`config.mk`:
```
export PLATFORM = sky130hd
export DESIGN_NAME = uart_tx_arbiter_flat
export DESIGN_NICKNAME = d
export VERILOG_FILES = /design/src/rtl/uart_tx_arbiter_if.sv /design/src/rtl/uart_tx_arbiter.sv /design/src/flat_wrapper.sv
export SDC_FILE = /design/constraint.sdc
export NUM_CORES = 1
export LEC_CHECK = 0
export ABC_AREA = 1
export CAP_MARGIN = 10
export CORE_MARGIN = 2
export CORE_UTILIZATION = 25
export CTS_CLUSTER_SIZE = 20
export DETAILED_ROUTE_END_ITERATION = 8
export MAX_ROUTING_LAYER = met4
export PLACE_DENSITY = 0.59
export REMOVE_ABC_BUFFERS = 1
export SETUP_SLACK_MARGIN = 0.2
export SYNTH_ARGS = -nofsm -noshare
export SYNTH_HDL_FRONTEND = slang
export SYNTH_SLANG_ARGS = --single-unit
```
`constraint.sdc`:
```
create_clock -name clk -period 2.2 [get_ports clk]
set_clock_uncertainty 0.1 [all_clocks]
set_input_delay 0.33 -clock clk [delete_from_list [all_inputs] [get_ports clk]]
set_output_delay 0.33 -clock clk [all_outputs]
set_load 0.03 [all_outputs]
```
`src/rtl/uart_tx_arbiter_if.sv`:
```
// Handshake bundle between the four sensor requesters, the arbiter and the UART transmitter.
// The master side drives requests and configuration; the slave side is the arbiter.
interface uart_tx_arbiter_if;
    logic        en;
    logic [3:0]  req;
    logic [31:0] req_data;
    logic        cfg_dnum;
    logic        cfg_snum;
    logic [1:0]  cfg_par;
    logic [1:0]  cfg_bd_rate;
    logic [3:0]  ack;
    logic        tx_start;
    logic [7:0]  tx_data;
    logic        tx_dnum;
    logic        tx_snum;
    logic [1:0]  tx_par;
    logic [1:0]  tx_bd_rate;
    logic        busy;
    logic [1:0]  grant_id;

    modport master (
        output en, req, req_data, cfg_dnum, cfg_snum, cfg_par, cfg_bd_rate,
        input  ack, tx_start, tx_data, tx_dnum, tx_snum, tx_par, tx_bd_rate, busy, grant_id
    );

    modport slave (
        input  en, req, req_data, cfg_dnum, cfg_snum, cfg_par, cfg_bd_rate,
        output ack, tx_start, tx_data, tx_dnum, tx_snum, tx_par, tx_bd_rate, busy, grant_id
    );
endinterface

```
`src/rtl/uart_tx_arbiter.sv`:
```
// Round-robin scheduler sharing one UART transmitter among four requesters.
// Frame length is derived from the latched configuration because the transmitter has no done flag.
module uart_tx_arbiter #(
    parameter int N_REQ = 4
) (
    input  logic              clk,
    input  logic              rst,
    uart_tx_arbiter_if.slave  bus
);
    typedef enum logic [1:0] {IDLE, START, WAIT} state_t;

    state_t      state, state_nxt;
    logic [3:0]  cnt, cnt_nxt;
    logic        start_q, start_nxt;
    logic [3:0]  ack_q, ack_nxt;
    logic        busy_q, busy_nxt;
    logic [7:0]  data_q, data_nxt;
    logic        dnum_q, dnum_nxt;
    logic        snum_q, snum_nxt;
    logic [1:0]  par_q, par_nxt;
    logic [1:0]  bd_q, bd_nxt;
    logic [1:0]  gid_q, gid_nxt;
    logic [1:0]  winner;
    logic [1:0]  idx;
    logic        found;

    // WAIT cycles for one frame: data bits, optional parity, stop bits plus fixed overhead.
    function automatic logic [3:0] frame_len(input logic dnum, input logic snum, input logic [1:0] par);
        logic [3:0] b;
        b = dnum ? 4'd8 : 4'd7;
        if (par == 2'b01 || par == 2'b10) b = b + 4'd1;
        return b + 4'd3 + {3'b000, snum};
    endfunction

    // Search begins just after the last winner so every requester gets a turn.
    always_comb begin
        found  = 1'b0;
        winner = gid_q;
        idx    = gid_q;
        for (int i = 1; i <= N_REQ; i++) begin
            idx = gid_q + 2'(i);
            if (!found && bus.req[idx]) begin
                found  = 1'b1;
                winner = idx;
            end
        end
    end

    always_comb begin
        state_nxt = state;
        cnt_nxt   = cnt;
        start_nxt = 1'b0;
        ack_nxt   = 4'b0000;
        busy_nxt  = busy_q;
        data_nxt  = data_q;
        dnum_nxt  = dnum_q;
        snum_nxt  = snum_q;
        par_nxt   = par_q;
        bd_nxt    = bd_q;
        gid_nxt   = gid_q;
        unique case (state)
            IDLE: begin
                busy_nxt = 1'b0;
                if (bus.en && found) begin
                    state_nxt = START;
                    busy_nxt  = 1'b1;
                    data_nxt  = bus.req_data[{winner, 3'b000} +: 8];
                    dnum_nxt  = bus.cfg_dnum;
                    snum_nxt  = bus.cfg_snum;
                    par_nxt   = bus.cfg_par;
                    bd_nxt    = bus.cfg_bd_rate;
                    gid_nxt   = winner;
                end
            end
            START: begin
                start_nxt = 1'b1;
                ack_nxt   = 4'b0001 << gid_q;
                busy_nxt  = 1'b1;
                cnt_nxt   = frame_len(dnum_q, snum_q, par_q);
                state_nxt = WAIT;
            end
            WAIT: begin
                busy_nxt = 1'b1;
                cnt_nxt  = cnt - 4'd1;
                if (cnt == 4'd1) begin
                    state_nxt = IDLE;
                    busy_nxt  = 1'b0;
                end
            end
            default: state_nxt = IDLE;
        endcase
    end

    always_ff @(posedge clk or posedge rst) begin
        if (rst) begin
            state   <= IDLE;
            cnt     <= 4'd0;
            start_q <= 1'b0;
            ack_q   <= 4'b0000;
            busy_q  <= 1'b0;
            data_q  <= 8'h00;
            dnum_q  <= 1'b0;
            snum_q  <= 1'b0;
            par_q   <= 2'b00;
            bd_q    <= 2'b00;
            gid_q   <= 2'd3;
        end else begin
            state   <= state_nxt;
            cnt     <= cnt_nxt;
            start_q <= start_nxt;
            ack_q   <= ack_nxt;
            busy_q  <= busy_nxt;
            data_q  <= data_nxt;
            dnum_q  <= dnum_nxt;
            snum_q  <= snum_nxt;
            par_q   <= par_nxt;
            bd_q    <= bd_nxt;
            gid_q   <= gid_nxt;
        end
    end

    assign bus.tx_start   = start_q;
    assign bus.ack        = ack_q;
    assign bus.busy       = busy_q;
    assign bus.tx_data    = data_q;
    assign bus.tx_dnum    = dnum_q;
    assign bus.tx_snum    = snum_q;
    assign bus.tx_par     = par_q;
    assign bus.tx_bd_rate = bd_q;
    assign bus.grant_id   = gid_q;
endmodule

```
`src/flat_wrapper.sv`:
```
// flat-port wrapper written by rule: the top's interface ports become plain ports
module uart_tx_arbiter_flat 
#(
    parameter int N_REQ = 4
)
  (clk, rst, bus_en, bus_req, bus_req_data, bus_cfg_dnum, bus_cfg_snum, bus_cfg_par, bus_cfg_bd_rate, bus_ack, bus_tx_start, bus_tx_data, bus_tx_dnum, bus_tx_snum, bus_tx_par, bus_tx_bd_rate, bus_busy, bus_grant_id);
  uart_tx_arbiter_if bus_i ();
  input  logic clk;
  input  logic rst;
  input wire logic [$bits(bus_i.en)-1:0] bus_en;
  input wire logic [$bits(bus_i.req)-1:0] bus_req;
  input wire logic [$bits(bus_i.req_data)-1:0] bus_req_data;
  input wire logic [$bits(bus_i.cfg_dnum)-1:0] bus_cfg_dnum;
  input wire logic [$bits(bus_i.cfg_snum)-1:0] bus_cfg_snum;
  input wire logic [$bits(bus_i.cfg_par)-1:0] bus_cfg_par;
  input wire logic [$bits(bus_i.cfg_bd_rate)-1:0] bus_cfg_bd_rate;
  output wire logic [$bits(bus_i.ack)-1:0] bus_ack;
  output wire logic [$bits(bus_i.tx_start)-1:0] bus_tx_start;
  output wire logic [$bits(bus_i.tx_data)-1:0] bus_tx_data;
  output wire logic [$bits(bus_i.tx_dnum)-1:0] bus_tx_dnum;
  output wire logic [$bits(bus_i.tx_snum)-1:0] bus_tx_snum;
  output wire logic [$bits(bus_i.tx_par)-1:0] bus_tx_par;
  output wire logic [$bits(bus_i.tx_bd_rate)-1:0] bus_tx_bd_rate;
  output wire logic [$bits(bus_i.busy)-1:0] bus_busy;
  output wire logic [$bits(bus_i.grant_id)-1:0] bus_grant_id;
  assign bus_i.en = bus_en;
  assign bus_i.req = bus_req;
  assign bus_i.req_data = bus_req_data;
  assign bus_i.cfg_dnum = bus_cfg_dnum;
  assign bus_i.cfg_snum = bus_cfg_snum;
  assign bus_i.cfg_par = bus_cfg_par;
  assign bus_i.cfg_bd_rate = bus_cfg_bd_rate;
  assign bus_ack = bus_i.ack;
  assign bus_tx_start = bus_i.tx_start;
  assign bus_tx_data = bus_i.tx_data;
  assign bus_tx_dnum = bus_i.tx_dnum;
  assign bus_tx_snum = bus_i.tx_snum;
  assign bus_tx_par = bus_i.tx_par;
  assign bus_tx_bd_rate = bus_i.tx_bd_rate;
  assign bus_busy = bus_i.busy;
  assign bus_grant_id = bus_i.grant_id;
  uart_tx_arbiter #(.N_REQ(N_REQ)) u_core (.clk(clk), .rst(rst), .bus(bus_i));
endmodule
```
==> results of run 1 <==
-- state kept, by name (all words and copies together) (netlist names) --
register               cells
u_core.bus.grant_id        2
u_core.bus.ack             4
u_core.bus.tx_dnum         1
u_core.bus.tx_start        1
u_core.state               2
u_core.cnt                 4
u_core.bus.tx_par          2
u_core.bus.tx_bd_rate      2
u_core.bus.busy            1
u_core.bus.tx_data         8
u_core.bus.tx_snum         1
-- final cells by class --
cell class	count	area share [%]
clock buffers	4	1.758
inverters	48	6.472
multi-input cells	175	38.43
flip-flops and latches	28	22.45
repair buffers	83	26.81
well taps	102	4.075
-- worst reg2reg max path, cell delays in order (launching register included) --
cell and delay [ns]:
dfstp_2 0.57, inv_4 0.04, ha_4 0.30, inv_4 0.05, nand3_4 0.07, nand2_4 0.06, clkinv_4 0.08, nand3_4 0.11
nand2_8 0.13, buf_12 0.13, buf_4 0.11, nand3b_1 0.08, nand3_2 0.08, nand3_1 0.06
-- power by group --
group | internal [W] | switching, W
combinational | 0.00189 | 0.00254
clock | 0.000160 | 0.000158
sequential | 0.000777 | 0.000155
total | 0.00283 | 0.00285
-- metal layers --
layer / track usage, % / part of all wire [%]
met1: 15.96 / 44
met2: 19.81 / 51
met3: 1.531 / 4.6
met4: 3.309 / 1.2
met5: - / 0
-- final timing paths --
check,from,end,slack (ns),depth (start not counted)
max in group asynchronous,rst,u_core.bus.grant_id[0],1.39,3
min in group clk,u_core.bus.tx_bd_rate[0],u_core.bus.tx_bd_rate[0],0.38,2
hold / removal,rst,u_core.state[1],0.31,3
setup reg to reg,u_core.bus.grant_id[0],u_core.bus.tx_data[7],0.11,13
setup / recovery,u_core.bus.grant_id[0],u_core.bus.tx_data[7],0.11,13
hold reg to reg,u_core.bus.tx_bd_rate[0],u_core.bus.tx_bd_rate[0],0.38,2
-- metrics by stage --
stage               setup TNS [ns]  utilization [%]  hold WS [ns]  power [W]
floorplan                   -1.831                -        0.2939   0.003306
global placement                 0            36.42        0.3695   0.004420
detailed placement       -0.005087            36.42        0.3651   0.004469
CTS                              0            38.18        0.3261   0.005106
global route              -0.04818            40.53        0.3455   0.006211
finish                           0            40.53        0.3131   0.005680
-- cells by family (layout without fill, tap and decap cells) --
family	Yosys count	count (layout)
XOR/XNOR	3	3
AO/OA/AOI/OAI	20	20
buffers and inverters	54	135
adder cells (fa/ha/maj)	13	13
AND/OR/NAND/NOR	139	139
flip-flops	28	28
-- what timing repair did --
action	4_1_cts	5_1_grt
pin swaps	6	18
setup buffers	1	6
gates resized for setup	17	25
cloned	0	1
endpoints found under the setup margin	21	19
-- Yosys cell counts --
cell and count:
a21oi_1 4, a22oi_1 1, a31oi_1 2, buf_2 2, buf_4 1, buf_6 3
dfrtp_1 26, dfstp_2 2, fa_1 1, ha_1 12, inv_1 43, inv_2 3
inv_4 2, nand2_1 78, nand2_2 5, nand2_4 4, nand3_1 28, nand3_2 3
nand3_4 2, nand3b_1 10, nand4_1 6, nand4_2 1, nand4_4 1, nor2_4 1
o21ai_0 8, o21ai_1 2, o21ai_2 1, o21bai_2 1, o22ai_1 1, xnor2_1 1
xor2_1 2
==> results.md, run 1 <==
* Status: completed
* Inst Count DP at 428
* Hold crit path type: primary input to async pin
* Core area at 7727 µm²
* Total GRT Usage at 12.12%
* Synth Area in Adders at 8.575%
* DRT antenna net count at 0
* Area of placed instances at 2814 µm²
* Register area at 703.2 µm²
* WL final at 5152 µm
* Seq/Total Area, Yosys at 35.44%
* Family with the most delay on the worst path: simple AND/OR/NAND/NOR gates
* Fraction of layout cells with a size suffix above 1 at 20.41%
* Startpoint types: flop
* Largest family of logic cells by synthesized area: simple AND/OR/NAND/NOR gates
* Vias in the first global route at 1870
* TritonRoute pass-1 iters at 4
* Fin area at 3132 µm²
* Post-route insts no fill at 440
* Fill cells at 765
* Syn Inst Count at 257
* Mean post-synth cell area at 7.721 µm²
* N_diodes at 0
* # port buffers at 66
* CP max stage cell: dfstp_2
* Grt total ovfl at 0
* Gpl congestion at 0.7788
* Area growth syn-to-layout at 57.82%
* Post-synthesis mux area share at 0%
* P_leak at 1.531 nW
* Most frequent cells in the layout: nand2_1 (75), clkdlybuf4s50_1 (64), inv_1 (41), dfrtp_1 (26), nand3_2 (16)
* Iteration-0 DRC Markers at 51
* Row count at 32
* Clock sink count at 28
* H-tree depth at 1
* Final Cycle Share at 95.13%
* Width of the die at 93.10 µm
* Setup-failing EPs final at 0
* Multi-input gate area at 1204 µm²
* Total CTS buffers at 3
* DP Wirelength at 3832 µm
* Synth Area in Compound Gates at 5.864%
* Synth Area in Simple Gates at 36.89%
* Critical Path RT at 2.27 ns
* Worst-Margin Slew at 0.3509 ns
* I/O pin count at 67
* Fmax at 477.8 MHz
* Synth Cell Area at 1984 µm²
* Hold-fix buffers, CTS at 0
* Most common cell after layout, fill and taps aside: nand2_1
* Max Cap Viol at 0
* Synth area leader: dfrtp_1
* Slowest cell delay on critical path at 0.57 ns
* Initial antenna violation count at 0
* Global-route wire length before repair at 8431 µm
* Post-synth cell types at 31
* CTS tree: done
* Die height at 93.10 µm
* Top cells by area, synth: dfrtp_1 (33%), nand2_1 (15%), inv_1 (8.1%)
* Warnings from Yosys at 0
* Critical path type: flop to flop
* VDD IR max at 0.6019 mV
* # DRC at 0
* Root buf cell: clkbuf_8
* Crit path max fanout at 8
* Pin count of the biggest net entering global routing at 29
* WP data arrival at 2.16 ns
* Yosys reg bits at 28
* Final critical-path required period at 2.093 ns
* WL/cell at 11.71 µm
* Slew Viols, Final at 0
* Setup WS post-layout at 0.1072 ns
* Buf+Inv Stages, Crit Path at 5
* Final hold vios at 0
* DIE AREA at 8667 µm²
* XOR/XNOR Fraction of Synth Area at 1.324%
* Unrepaired setup endpoints after global routing: yes
* Vias at 1882
* Via density at 4.277
* Power per cell area at 1814 nW/µm²
* Fin nets at 397
* Setup WS pre-CTS at -0.002597 ns
* Area share of the largest cell type after synthesis at 32.79%
* Max Root-Sink Buffers at 2
* Slew HR at 76.53%
* Setup crit end kind: flop
* Starting utilization of the core area at 25.68%
* Later-pin clock latency in the skew report at 0.27 ns
* CP Cell Sequence: inv_4, ha_4, inv_4, nand3_4, nand2_4, clkinv_4, nand3_4, nand2_8, buf_12, buf_4, nand3b_1, nand3_2, nand3_1
* Reg clk slew, reported paths at 0.10 ns
No activity file was read; power rests on OpenSTA's default activity.
==> run 2: changes to the inputs <==
CORE_MARGIN = 5   (was 2)
CORE_UTILIZATION = 36   (was 25)
PLACE_DENSITY = 0.76   (was 0.59)
SETUP_SLACK_MARGIN = unset   (was 0.2)
==> results.md, run 2 (same netlist as run 1, synthesis figures left out) <==
* Util after Layout at 54.66%
* Final critical-path required period at 2.103 ns
* Area of placed instances at 2744 µm²
* Most common cell after layout, fill and taps aside: nand2_1
* Slew HR at 76.50%
* Critical Path RT at 2.28 ns
* DRT antenna net count at 0
* Iteration-0 DRC Markers at 85
* Fmax at 475.5 MHz
* Clk network pwr share at 6.1%
* Setup crit end kind: flop
* Critical Path Start: u_core.bus.grant_id[0]
* Power per cell area at 1770 nW/µm²
* Internal power at 0.002596 W
* Worst-Margin Slew at 0.3525 ns
* I/O pin count at 67
* WL final at 5163 µm
* Pin count of the biggest net entering global routing at 29
* # port buffers at 66
* Reg-to-Reg Start: u_core.bus.grant_id[0]
* Final hold vios at 0
* Reg clk slew, reported paths at 0.10 ns
* WL/cell at 12.50 µm
* Switching pwr at 0.002667 W
* Slew Viols, Final at 0
* N_diodes at 0
* Multi-input gate area at 1091 µm²
* Fin nets at 400
* Clock sink count at 28
* Startpoint types: flop
* Most frequent cells in the layout: nand2_1 (77), clkdlybuf4s50_1 (65), inv_1 (41), nand3_1 (26), dfrtp_1 (26)
* Share of power burned in registers at 17.6%
* Core area at 5439 µm²
* CP max stage cell: dfstp_2
* Max reg flops at 8
* Status: completed
* CP Cell Sequence: inv_4, ha_4, nand3_2, nand2_2, clkinv_4, nand2_1, nand2_1, nand3_2, nand2_4, buf_4, nand3_1, nand2_1, nand2_1, nand2_1
* Setup-failing EPs final at 0
* Initial antenna violation count at 0
* Vias at 1915
* Setup WS post-layout at 0.09697 ns
* Hold crit path type: primary input to async pin
* Slowest cell delay on critical path at 0.57 ns
* Hold-fix buffers, CTS at 0
* Setup WS pre-CTS at -0.01051 ns
* CTS tree: done
* TritonRoute pass-1 iters at 4
* Vias in the first global route at 1792
* VDD IR max at 0.8766 mV
* DIE AREA at 7097 µm²
* Root buf cell: clkbuf_8
* DP Wirelength at 3774 µm
* Row count at 27
* Fraction of layout cells with a size suffix above 1 at 16.72%
* Die height at 84.25 µm
* Total GRT Usage at 14.06%
* Total CTS buffers at 3
* Global-route wire length before repair at 8121 µm
* WP data arrival at 2.18 ns
* Area growth syn-to-layout at 49.81%
* Later-pin clock latency in the skew report at 0.27 ns
* Critical path type: flop to flop
* Comb power frac at 76.2%
* Fill cells at 481
* Final Cycle Share at 95.59%
* Register area at 703.2 µm²
* Max Cap Viol at 0
* Fin area at 2973 µm²
* Most frequent cell on the critical path: nand2_1
* P_leak at 1.505 nW
* Width of the die at 84.25 µm
* Gpl congestion at 0.8279
* Via density at 4.637
* Starting utilization of the core area at 36.48%
* Max Root-Sink Buffers at 2
* Crit path max fanout at 6
* H-tree depth at 1
* # DRC at 0
* Unrepaired setup endpoints after global routing: yes
* Switching share of power at 50.68%
* Grt total ovfl at 0
[run 2: cell types whose count changed in the layout (fill, tap and decap cells not counted), sizes merged]
cell | previous run | this run
clkinv | 2 | 1
clkdlybuf4s50 | 64 | 65
dlymetal6s2s | 0 | 1
inv | 46 | 47
dlygate4sd2 | 2 | 0
buf | 16 | 19
[run 2: per-stage QoR]
step	TNS, ns	power (W)	std cells	hold slack [ns]
global route	-0.1320	0.005716	413	0.3578
floorplan	-1.831	0.003306	251	0.2939
CTS	0	0.004769	401	0.3360
global placement	0	0.004264	397	0.3603
detailed placement	-0.01264	0.004344	397	0.3659
finish	0	0.005263	413	0.3223
[run 2: what timing repair did]
action,CTS,global route
pin swaps,1,12
endpoints found under the setup margin,5,19
setup buffers,0,11
gates resized for setup,4,13
gates cloned,0,1
[run 2: final timing paths]
kind / to / slack [ns] / cells past startpoint
worst max-delay path: u_core.bus.tx_data[3] / 0.1 / 14
worst min-delay path: u_core.cnt[1] / 0.32 / 3
worst max register to register: u_core.bus.tx_data[3] / 0.1 / 14
worst min register to register: u_core.bus.busy / 0.39 / 2
max in group asynchronous: u_core.bus.grant_id[1] / 1.37 / 3
min in group clk: u_core.bus.busy / 0.39 / 2
[run 2: final cells by class]
cell class | instances | area share (%)
clock buffer | 4 | 1.852
inverter | 48 | 6.397
multi-input combinational | 175 | 36.70
sequential | 28 | 23.65
tap | 72 | 3.030
timing repair buffer | 86 | 28.37
[run 2: worst max-delay path, delay by kind of cell (launching register included)]
family / cells / cell delay, ns
fa+ha+maj: 1 / 0.28
buf+inv: 3 / 0.30
flops: 1 / 0.57
simple gates: 10 / 0.75
[run 2: per-layer routing]
| metal | wire length [µm] | share of wire [%] | GRT usage, % | vias to the layer above |
|---|---|---|---|---|
| met5 | 0 | 0 | - | - |
| met4 | 61 | 1.2 | 4.240 | 0 |
| met3 | 366 | 7.1 | 1.865 | 6 |
| met2 | 2509 | 49 | 23.46 | 67 |
| met1 | 2225 | 43 | 17.71 | 863 |
| li1 | - | - | - | 979 |
[run 2: power groups by stage]
stage	Sequential, W	Clock, W	Combinational, W
2_1_floorplan	0.00130	0	0.00200
3_5_place_dp	0.000941	0	0.00340
6_report	0.000928	0.000323	0.00401
3_3_place_gp	0.000932	0	0.00333
4_1_cts	0.000930	0.000327	0.00351
5_1_grt	0.000961	0.000353	0.00440
